### config.mk
export PLATFORM = sky130hd
export DESIGN_NAME = regfile_sb
export DESIGN_NICKNAME = d
export VERILOG_FILES = /design/src/rtl/regfile_sb.sv
export SDC_FILE = /design/constraint.sdc
export NUM_CORES = 1
export LEC_CHECK = 0
export BUFFER_PORTS_ARGS = -buffer_cell sky130_fd_sc_hd__buf_4
export CORE_MARGIN = 1
export CORE_UTILIZATION = 40
export CTS_CLUSTER_DIAMETER = 120
export DETAILED_ROUTE_END_ITERATION = 6
export GPL_TIMING_DRIVEN = 0
export RECOVER_POWER = 50
export REMOVE_ABC_BUFFERS = 1
export SYNTH_ARGS = -nofsm -noshare
export SYNTH_HDL_FRONTEND = slang
export SYNTH_SLANG_ARGS = --single-unit
### constraint.sdc
create_clock -name clk -period 3.7 [get_ports clk]
set_input_delay 0.555 -clock clk [delete_from_list [all_inputs] [get_ports clk]]
set_output_delay 0.555 -clock clk [all_outputs]
set_load 0.05 [all_outputs]
### src/rtl/regfile_sb.sv
// -----------------------------------------------------------------------------
// regfile_sb - parametrised register file with write-to-read bypass,
// per-register pending scoreboard and a sequential clear engine.
//
// Sits between decode (reads, reservations) and writeback (writes).
//
// Parameters:
//   DATA_W  width of each register
//   ADDR_W  address width; DEPTH = 2**ADDR_W entries
//
// Ports:
//   clk, rst_n         clock, asynchronous active-low reset
//   we/waddr/wdata     writeback port (also retires a pending reservation)
//   raddr1/rdata1      read port 1, combinational, with bypass from writeback
//   raddr2/rdata2      read port 2, combinational, with bypass from writeback
//   rsv_en/rsv_addr    mark a register as having an outstanding result
//   pend1/pend2        pending status of raddr1/raddr2
//   clr_req/clr_busy   start a DEPTH-cycle clear sweep / sweep in progress
//
// Build option:
//   REGFILE_ZERO_REG_EN  when defined, entry 0 reads as zero, is never
//                        written and can never be pending.
// -----------------------------------------------------------------------------
module regfile_sb #(
  parameter int DATA_W = 19,
  parameter int ADDR_W = 4
) (
  input  logic              clk,
  input  logic              rst_n,
  input  logic              we,
  input  logic [ADDR_W-1:0] waddr,
  input  logic [DATA_W-1:0] wdata,
  input  logic [ADDR_W-1:0] raddr1,
  input  logic [ADDR_W-1:0] raddr2,
  output logic [DATA_W-1:0] rdata1,
  output logic [DATA_W-1:0] rdata2,
  input  logic              rsv_en,
  input  logic [ADDR_W-1:0] rsv_addr,
  output logic              pend1,
  output logic              pend2,
  input  logic              clr_req,
  output logic              clr_busy
);

  localparam int DEPTH = 1 << ADDR_W;
  localparam logic [ADDR_W-1:0] LAST_IDX = ADDR_W'(DEPTH - 1);

  typedef enum logic {
    IDLE,
    CLEAR
  } state_t;

  state_t            state, state_nxt;
  logic [ADDR_W-1:0] idx;
  logic [DATA_W-1:0] mem [DEPTH];
  logic [DEPTH-1:0]  pending;

  logic idle;
  logic upd_en;   // normal write/reserve traffic is accepted this edge
  logic wr_ok;    // write targets a writable entry
  logic rsv_ok;   // reservation targets a reservable entry
  logic byp1, byp2;

  assign idle = (state == IDLE);
  // A clear request on the IDLE edge takes priority over same-cycle traffic.
  assign upd_en = idle && !clr_req;

`ifdef REGFILE_ZERO_REG_EN
  assign wr_ok  = we && (waddr != '0);
  assign rsv_ok = rsv_en && (rsv_addr != '0);
`else
  assign wr_ok  = we;
  assign rsv_ok = rsv_en;
`endif

  // ---------------------------------------------------------------------------
  // FSM: state register
  // ---------------------------------------------------------------------------
  always_ff @(posedge clk or negedge rst_n) begin
    if (!rst_n) state <= IDLE;
    else        state <= state_nxt;
  end

  // FSM: next-state logic
  always_comb begin
    // NOTE: default assignment first so no path leaves state_nxt unassigned
    // (which would infer a latch).
    state_nxt = state;
    unique case (state)
      IDLE:  if (clr_req)         state_nxt = CLEAR;
      CLEAR: if (idx == LAST_IDX) state_nxt = IDLE;
      default:                    state_nxt = IDLE;
    endcase
  end

  // FSM: outputs
  always_comb begin
    clr_busy = (state == CLEAR);
  end

  // ---------------------------------------------------------------------------
  // Sweep index: restarts at 0 on entry, wraps back to 0 after the last entry.
  // ---------------------------------------------------------------------------
  always_ff @(posedge clk or negedge rst_n) begin
    // NOTE: sequential state uses non-blocking assignments only, so every
    // flop samples pre-edge values regardless of process ordering.
    if (!rst_n)                 idx <= '0;
    else if (idle && clr_req)   idx <= '0;
    else if (state == CLEAR)    idx <= idx + 1'b1;
  end

  // ---------------------------------------------------------------------------
  // Register array
  // ---------------------------------------------------------------------------
  always_ff @(posedge clk or negedge rst_n) begin
    // NOTE: the array is deliberately built from resettable flops rather than
    // a RAM macro: reset must zero every entry immediately, even mid-sweep.
    if (!rst_n) begin
      for (int i = 0; i < DEPTH; i++) mem[i] <= '0;
    end else if (state == CLEAR) begin
      mem[idx] <= '0;
    end else if (upd_en && wr_ok) begin
      mem[waddr] <= wdata;
    end
  end

  // ---------------------------------------------------------------------------
  // Pending scoreboard. The set is applied after the clear so that a new
  // reservation to the register being written back supersedes the retirement.
  // ---------------------------------------------------------------------------
  always_ff @(posedge clk or negedge rst_n) begin
    if (!rst_n) begin
      pending <= '0;
    end else if (state == CLEAR) begin
      pending[idx] <= 1'b0;
    end else if (upd_en) begin
      if (wr_ok)  pending[waddr]    <= 1'b0;
      if (rsv_ok) pending[rsv_addr] <= 1'b1;
    end
  end

  // ---------------------------------------------------------------------------
  // Read ports. Bypass is only live in IDLE; during a sweep reads see the
  // partially cleared array.
  // ---------------------------------------------------------------------------
  assign byp1 = idle && wr_ok && (waddr == raddr1);
  assign byp2 = idle && wr_ok && (waddr == raddr2);

  always_comb begin
    rdata1 = byp1 ? wdata : mem[raddr1];
    pend1  = pending[raddr1] && !byp1;
`ifdef REGFILE_ZERO_REG_EN
    if (raddr1 == '0) begin
      rdata1 = '0;
      pend1  = 1'b0;
    end
`endif
  end

  always_comb begin
    rdata2 = byp2 ? wdata : mem[raddr2];
    pend2  = pending[raddr2] && !byp2;
`ifdef REGFILE_ZERO_REG_EN
    if (raddr2 == '0) begin
      rdata2 = '0;
      pend2  = 1'b0;
    end
`endif
  end

endmodule

==> results of run 1 <==
==> metal layers <==
layer	vias to the layer above	wire length, um	GRT usage (%)	share of wire [%]
met5	-	0	0	0
met3	122	4093	4.525	7.4
met1	6495	23120	35.69	42
met4	0	1684	8.071	3.1
met2	556	26250	40.61	48
li1	4939	-	-	-
==> worst paths after layout <==
kind                                start   endpoint  slack (ns)  cells after the start
max in group asynchronous           rst_n    mem[12]        0.56                      5
worst max register to register   clr_busy    mem[52]        0.35                      6
worst max-delay path            raddr1[3]  rdata1[9]        0.16                      7
min in group asynchronous           rst_n   mem[226]        1.02                      2
worst min-delay path            wdata[14]   mem[166]        0.42                      2
worst min register to register    mem[83]    mem[83]        0.52                      1
==> report_power, final <==
part	leakage, uW	total, uW	switching (uW)	internal (uW)
clock network	0.000684	4210	1540	2670
logic	0.00409	2540	1500	1040
registers	0.00452	4200	297	3900
==> flip-flops by register name (all words and copies together), names as in the netlist <==
signal and cells:
pending 16, clr_busy 1, mem 304, idx 4
==> cell usage after synthesis <==
cell type / number / area, um2
buf_1: 34 / 127.6
buf_2: 63 / 315.3
xnor2_1: 3 / 26.28
nand3_1: 3 / 15.01
nor3_1: 7 / 35.03
nand2b_1: 2 / 12.51
nand2_1: 9 / 33.78
or4b_1: 1 / 10.01
a22o_1: 323 / 2829
and3b_1: 1 / 8.760
nor4_4: 2 / 42.54
inv_1: 4 / 15.01
a21oi_1: 16 / 80.08
nor4_1: 3 / 18.77
xor2_1: 5 / 43.79
o211a_1: 2 / 20.02
nor3b_1: 2 / 15.01
buf_4: 11 / 82.58
nor3_2: 6 / 60.06
mux2i_1: 115 / 1151
inv_2: 1 / 3.750
nor2b_1: 1 / 6.260
nand4b_1: 1 / 8.760
and3_1: 3 / 18.77
o22ai_1: 1 / 6.260
a221oi_1: 1 / 8.760
mux4_2: 160 / 3603
ha_1: 4 / 50.05
dfrtp_1: 325 / 8133
a21oi_2: 1 / 8.760
nor2_1: 6 / 22.52
buf_6: 7 / 78.83
clkbuf_1: 50 / 187.7
nand4bb_1: 1 / 11.26
mux2_2: 41 / 461.7
==> kinds of logic (layout without fill, tap and decap cells) <==
family | count (synthesis) | in the layout | share of synthesized area (%)
DFF | 325 | 325 | 46.34
and+or+nand+nor | 48 | 48 | 1.818
AOI/OAI and AO/OA | 344 | 344 | 16.82
muxes | 316 | 316 | 29.72
buffers and inverters | 170 | 203 | 4.619
xor gates and xnor gates | 8 | 8 | 0.3992
adders and majority gates | 4 | 4 | 0.2852
==> area by class of cell <==
type | count | area [um2]
multi-input cells | 720 | 8827
inverters | 5 | 18.77
clock inverters | 11 | 236.5
repair buffers | 129 | 1470
fillers | 3702 | 22580
well taps | 585 | 732.0
flip-flops and latches | 325 | 8133
clock buffers | 58 | 1170
==> per-stage QoR <==
step,std cells,power [uW],setup TNS (ns)
3_3_place_gp,1715,6349,-1219.84
4_1_cts,1833,11000,0
5_1_grt,1833,11290,0
6_report,1833,10950,0
3_5_place_dp,1763,6790,-4.037
2_1_floorplan,1050,5433,-0.05656
==> placed cells by master, fill, tap and decap left out, drive strengths merged, types with 3 or more instances in the layout <==
cell	count
dfrtp	325
xor2	5
buf	124
and3	3
clkinv	3
nand2	9
clkbuf	62
a22o	323
nor2	6
a21oi	17
nor3	13
nor4	5
nand3	3
ha	4
bufinv	7
inv	5
mux2i	115
mux2	41
mux4	160
xnor2	3
==> critical path, delay by kind of cell <==
kind / cells / cell delay, ns
buf+inv: 4 / 1.38
mux: 1 / 0.33
simple gates: 1 / 0.38
compound gates: 1 / 0.28
==> what timing repair did <==
| action | CTS | global route |
|---|---|---|
| hold endpoints to repair | 40 | 0 |
| gates resized for setup | 3 | 1 |
| cloned | 0 | 0 |
| setup endpoints to repair | 37 | 1 |
| hold buffers | 1 | 0 |
==> results.cfg, run 1 <==
[clocking]
cts_tree = built
clock_path_buffers = 3
clk_pin_slew_worst_paths_ns = 0.06
cts_setup_buffers = 0
cts.sinks = 325
root_buffer = clkbuf_16
clk_latency_ns = 0.53
cts-buffers-inserted = 38
htree_num_levels = 2

[place]
post-place-ws_ns = -0.2864
portBuffers = 80
routabilityCongestion = 0.7441
dp.final_hpwl_mm = 32.78
dpl_cell_area_mm2 = 0.01923

[sta]
slew-limit-headroom_pct = -15.94
fin_skew_ns = 0.007420
fmax_mhz = 282.3
finalHoldViolations = 0
fin_ws_ns = 0.1573
rsz0062_at_grt = no
worst_slew_pin_slew_ns = 1.739
slew_viol_final = 85
setup_viol = 0
fin_crit_sh_pct = 95.75
min_period_ns = 3.543
holdWs_ns = 0.4248

[critical_path]
worstPathArrival_ns = 2.99
cp_data_required_time_ns = 3.14
crit_chain = buf_6, inv_1, a221oi_1, nand4b_1, buf_8, mux2_2, buf_4
crit_slowest_cell = buf_6
crit_path_end_kind = primary output
cp_slowest_stage_delay_ns = 0.70
crit_type = in2out
crit_fanout = 80
crit_path_start_kind = input port

[drt]
drtPass1Iterations = 5
vias = 12110
detail-route-antenna-nets = 0
wl_per_cell_um = 30.09
vias_per_cell = 6.608
drc_errors = 0
drt-initial-drc-count = 1191
drt-total-wl_mm = 55.15

[global_routing]
grt_pass1_wl_mm = 83.58
grt_max_degree = 99
grt_antenna_before_repair = 0
overflow = 0
gr-usage-all-layers_pct = 25.56
grt_pass1_vias = 12660

[min_path]
hp-class = in2reg

[yosys]
synthCells = 1215
avgSynthCellArea_um2 = 14.45
ys_seq_area_share_pct = 46.34
ys_ff_latch = 325
netlist_area_mm2 = 0.01755
ys_warn_count = 0
synth_cell_types = 35

[floorplanning]
ios = 81
die-area_mm2 = 0.04472
start_util_pct = 40.66
coreArea_mm2 = 0.04317
die_h_um = 211.5
die_width_um = 211.5
fp-row-count = 76

[power]
p_leak_uw = 0.009289
vdd.ir_drop.worst_v = 0.0003198
pwr_density_cell_mw_per_mm2 = 531.7

[flow_run]
maxCapViolations = 4

[layout]
finalNetCount = 1263
antenna-diode-count = 0
layout-drive-gt1-share_pct = 33.33
fin_area_mm2 = 0.02059
syn2layout_area_growth_pct = 17.29
fin_util_pct = 47.69

[status]
violations = capacitance limit, slew limit
status = complete, but fails checks
(Power assumes the default switching activity.)
==> inputs of run 2 (changes only) <==
--- a/config.mk
+++ b/config.mk
@@ -7,10 +7,11 @@
 export LEC_CHECK = 0
 export BUFFER_PORTS_ARGS = -buffer_cell sky130_fd_sc_hd__buf_4
 export CORE_MARGIN = 1
-export CORE_UTILIZATION = 40
+export CORE_UTILIZATION = 45
 export CTS_CLUSTER_DIAMETER = 120
 export DETAILED_ROUTE_END_ITERATION = 6
 export GPL_TIMING_DRIVEN = 0
+export PLACE_DENSITY = 0.7
 export RECOVER_POWER = 50
 export REMOVE_ABC_BUFFERS = 1
 export SYNTH_ARGS = -nofsm -noshare
==> run 2 against run 1 <==
  * Fmax grew 1.5%
  * Cell count shrank 5.2%
  * Sequential share of layout area grew 1.2 points
  * Critical path type unchanged
  * Sequential power is essentially flat
  * Via count shrank 0.18%
  * Clock skew grew 0.012 ns
  * Core utilization grew 4.9 points
  * Combinational power shrank 7%
  * Sequential cell count is the same
  * Routed wire length shrank 3.3%
  * Die area shrank 11%
  * Power shrank 7.6%
  * The run still ends with capacitance limit, slew limit left
==> results.cfg, run 2 (same netlist as run 1, synthesis figures left out) <==
[status]
status = complete, but fails checks
violations = capacitance limit, slew limit

[drt]
vias_per_cell = 6.956
wl_per_cell_um = 30.70
detail-route-antenna-nets = 0
drtPass1Iterations = 7
drc_errors = 0
vias = 12090
drt-total-wl_mm = 53.35
drt-initial-drc-count = 1240

[sta]
setup_viol = 0
worst_slew_pin_slew_ns = 2.444
finalHoldViolations = 0
tns_ns = 0
fin_crit_sh_pct = 94.30
slew-limit-headroom_pct = -62.96
rsz0062_at_grt = no
slew_viol_final = 69
min_period_ns = 3.489
fin_skew_ns = 0.01975
fmax_mhz = 286.6
fin_ws_ns = 0.2110

[min_path]
hp-class = in2reg
hold_depth = 2
hold_end = mem[258]
hold_start = wdata[11]

[clocking]
cts_tree = built
cts-buffers-inserted = 37
root_buffer = clkbuf_16
clk_pin_slew_worst_paths_ns = 0.06
htree_num_levels = 2
cts.sinks = 325
clock_path_buffers = 3
clk_latency_ns = 0.53

[global_routing]
grt_pass1_wl_mm = 80.54
grt_antenna_before_repair = 0
grt_pass1_vias = 12820
overflow = 0
grt_max_degree = 127
gr-usage-all-layers_pct = 27.72

[critical_path]
reg2reg_depth = 5
r2r_setup_slack_ns = 0.55
timing.rr.start = clr_busy
crit_type = in2out
worstPathArrival_ns = 2.93
crit_path_end_kind = primary output
r2r-end = pending[10]
crit_path_start_kind = input port
crit_fanout = 47
cp_data_required_time_ns = 3.14

[place]
routabilityCongestion = 0.7677
dp.final_hpwl_mm = 31.19
post-place-ws_ns = -0.3403
dpl_cell_area_mm2 = 0.01885
dp.cells = 1678
portBuffers = 80

[layout]
finalNetCount = 1251
largest_reg_flops = 304
final_common_cell = dfrtp_1
fin_cells = 1738
regArea_mm2 = 0.008133
regMostFlops = mem
syn2layout_area_growth_pct = 13.92
layout_common_cells = dfrtp_1, a22o_1, mux4_2, mux2i_1, buf_4
n_fill_cell = 3115
fin_area_mm2 = 0.01999
antenna-diode-count = 0
top_regs = mem: 304 flops, pending: 16 flops, idx: 4 flops
layout-drive-gt1-share_pct = 32.52
multiInputGateArea_mm2 = 0.008865

[power]
p_leak_uw = 0.009033
switchingPower_uw = 3185
pwr-share-seq_pct = 41.6
vdd.ir_drop.worst_v = 0.0003348
power.share.clock_pct = 34.9
p_int_uw = 6929
pwr-share-comb_pct = 23.5
pwr_density_cell_mw_per_mm2 = 505.8
swShare_pct = 31.49

[floorplanning]
die_width_um = 199.5
die-area_mm2 = 0.03980
start_util_pct = 46.16
ios = 81
coreArea_mm2 = 0.03802
fp-row-count = 71
die_h_um = 199.5

[flow_run]
maxCapViolations = 2
[run 2: cell count changes in the layout (fill, tap and decap cells not counted), sizes merged]
cell / delta
clkbuf: -6
clkdlybuf4s25: +1
bufinv: -6
clkinvlp: -1
buf: -9
[run 2: how the worst max path moves through the flow]
stage / startpoint / to / slack [ns] / cells after the start
floorplan: clr_busy / pending[12] / -0.03 / 4
global placement: clr_req / pending[12] / -5.14 / 5
detailed placement: raddr2[3] / rdata2[8] / -0.34 / 6
CTS: raddr2[0] / rdata2[8] / 0.11 / 7
global route: raddr2[0] / rdata2[17] / 0.009 / 7
finish: raddr2[0] / rdata2[17] / 0.21 / 7
[run 2: power groups by stage]
stage	Sequential, uW	Clock (uW)	Combinational (uW)
global placement	4220	0	2080
CTS	4200	3560	2370
detailed placement	4250	0	2360
finish	4210	3530	2370
global route	4250	3700	2480
floorplan	4170	0	1260
[run 2: area by class of cell]
class                      instances  area share (%)
clock buffer                      55           5.476
multi-input combinational        720           44.34
tap                              511           3.198
sequential                       325           40.68
clock inverter                     4          0.2816
timing repair buffer             118           5.939
inverter                           5         0.09387
[run 2: stage by stage]
step,hold WS [ns],total power [uW],utilization [%]
final,0.4177,10110,52.59
after global routing,0.4234,10430,52.59
after detailed placement,0.4839,6609,49.59
after floorplan,0.2594,5433,-
after global placement,0.4935,6300,47.34
after CTS,0.4048,10130,52.68
[run 2: worst max-delay path, stage by stage]
cell and delay (ns):
buf_6 0.42, buf_16 0.40, xor2_1 0.12, nor3_1 0.28, nand3_4 0.44, mux2_2 0.44, buf_4 0.19
[run 2: routing by layer]
metal	vias up	track usage [%]	wire (um)
met2	639	46.50	26680
met3	176	5.384	4193
li1	4877	-	-
met4	0	12.72	2318
met1	6398	34.67	20160
met5	-	0	0
[run 2: repair_timing]
item | 4_1_cts | 5_1_grt
hold buffers | 1 | 0
setup buffers | 0 | 0
pin swaps | 0 | 1
endpoints found under the setup margin | 36 | 5
hold endpoints to repair | 47 | 0
resized for setup | 3 | 0
==> inputs of run 3 (changes only) <==
--- a/config.mk
+++ b/config.mk
@@ -6,6 +6,8 @@
 export NUM_CORES = 1
 export LEC_CHECK = 0
 export BUFFER_PORTS_ARGS = -buffer_cell sky130_fd_sc_hd__buf_4
+export CAP_MARGIN = 40
+export CORE_ASPECT_RATIO = 0.8
 export CORE_MARGIN = 1
 export CORE_UTILIZATION = 45
 export CTS_CLUSTER_DIAMETER = 120
==> run 3 against run 2 <==
  * Combinational power is 5% higher
  * The run still ends with capacitance limit, slew limit left
  * Routed wire length grew 0.46%
  * Largest cell class unchanged
  * Clock power decreased by 3%
  * Non-clock buffer count is 21 higher
  * Worst hold slack worse by 0.27 ns
  * Cell count up 0.35%
  * First-iteration DRC count rose by 12%
  * Sequential cell count stayed put
  * Sequential share of layout area decreased by 0.41 points
==> results.cfg, run 3 (same netlist as run 1, synthesis figures left out) <==
[status]
status = complete, but fails checks
violations = capacitance limit, slew limit

[clocking]
root_buffer = clkbuf_16
cts_resized = 0
htree_num_levels = 2
clock_path_buffers = 3
cts_setup_buffers = 1
clk_pin_slew_worst_paths_ns = 0.06
clk_latency_ns = 0.53
cts_hold_buf = 0
cts_tree = built
cts-buffers-inserted = 34
cts.sinks = 325

[critical_path]
crit_path_start_kind = input port
timing.rr.start = clr_busy
r2r-end = pending[15]
crit_path_end_kind = primary output
worstPathArrival_ns = 2.94
cp_data_required_time_ns = 3.14
crit_type = in2out
reg2reg_depth = 5
startpoint = raddr2[0]
r2r_setup_slack_ns = 0.59
crit_fanout = 43

[global_routing]
grt_max_degree = 120
grt_pass1_wl_mm = 82.30
grt_antenna_before_repair = 0
grt_pass1_vias = 12960
gr-usage-all-layers_pct = 27.67
overflow = 0

[drt]
drt-total-wl_mm = 53.60
vias_per_cell = 7.089
wl_per_cell_um = 30.73
vias = 12360
detail-route-antenna-nets = 0
drtPass1Iterations = 6
drt-initial-drc-count = 1385
drc_errors = 0

[power]
vdd.ir_drop.worst_v = 0.0002946
p_leak_uw = 0.009178
pwr_density_cell_mw_per_mm2 = 500.4
finalPower_uw = 10110

[sta]
fmax_mhz = 286.2
rsz0062_at_grt = no
finalHoldViolations = 0
fin_skew_ns = 0.01217
min_period_ns = 3.494
setup_viol = 0
slew_viol_final = 126
fin_crit_sh_pct = 94.43
slew-limit-headroom_pct = -13.33
worst_slew_pin_slew_ns = 1.700
holdWs_ns = 0.1518

[layout]
fin_cells = 1744
regMostFlops = mem
final_common_cell = dfrtp_1
top_regs = mem: 304 flops, pending: 16 flops, idx: 4 flops
syn2layout_area_growth_pct = 15.06
finalNetCount = 1269
layout_common_cells = dfrtp_1, a22o_1, mux4_2, mux2i_1, buf_4
fin_util_pct = 52.65
layout-drive-gt1-share_pct = 33.95
antenna-diode-count = 0
largest_reg_flops = 304

[flow_run]
maxCapViolations = 3

[place]
portBuffers = 80
dp.final_hpwl_mm = 33.91
routabilityCongestion = 0.7647
dp.cells = 1682

[floorplanning]
die_width_um = 222.8
start_util_pct = 45.76
ios = 81
die_h_um = 178.6
die-area_mm2 = 0.03980
fp-row-count = 64
coreArea_mm2 = 0.03836

[min_path]
hp-class = in2async
[run 3: cell count changes in the layout (fill, tap and decap cells not counted), sizes merged]
cell,change
dlygate4sd3,-1
clkinv,+5
inv,+1
clkdlybuf4s25,-1
clkbuf,-3
bufinv,-1
buf,+20
clkinvlp,+2
[run 3: where the power goes]
group / total, uW / internal, uW / switching, uW
clock: 3410 / 1920 / 1490
sequential: 4200 / 3900 / 302
combinational: 2490 / 1030 / 1460
total: 10100 / 6850 / 3250
[run 3: critical path, cell delays in order]
cell and delay (ns):
buf_6 0.47, buf_16 0.36, mux4_2 0.55, mux2i_1 0.31, mux2i_1 0.12, mux2_2 0.28, buf_4 0.19
[run 3: metrics by stage]
step | setup TNS (ns) | setup slack, ns | area [um2]
detailed placement | -3.319 | -0.3440 | 19150
global route | 0 | 0.03918 | 20200
floorplan | -0.05656 | -0.02828 | 16760
CTS | 0 | 0.1845 | 20250
finish | 0 | 0.2060 | 20200
global placement | -1069.34 | -4.737 | 17980
[run 3: layer usage]
metal	vias to the layer above	part of all wire [%]	GRT usage (%)	routed length, um
met3	121	11	7.528	5653
li1	4934	-	-	-
met1	6570	40	37.76	21450
met4	0	2.7	8.678	1465
met5	-	0	0	0
met2	739	47	43.24	25030
[run 3: layout make-up]
class | instances | area, um2
multi-input combinational | 720 | 8832
clock buffer | 49 | 1018
inverter | 5 | 18.77
sequential | 325 | 8133
fill | 3094 | 18160
clock inverter | 11 | 67.56
tap | 495 | 619.3
timing repair buffer | 139 | 1506
[run 3: worst max path at each step]
stage	to
after floorplan	pending[12]
after global placement	pending[12]
after detailed placement	rdata1[7]
after CTS	rdata2[17]
after global routing	rdata2[6]
final	rdata2[16]
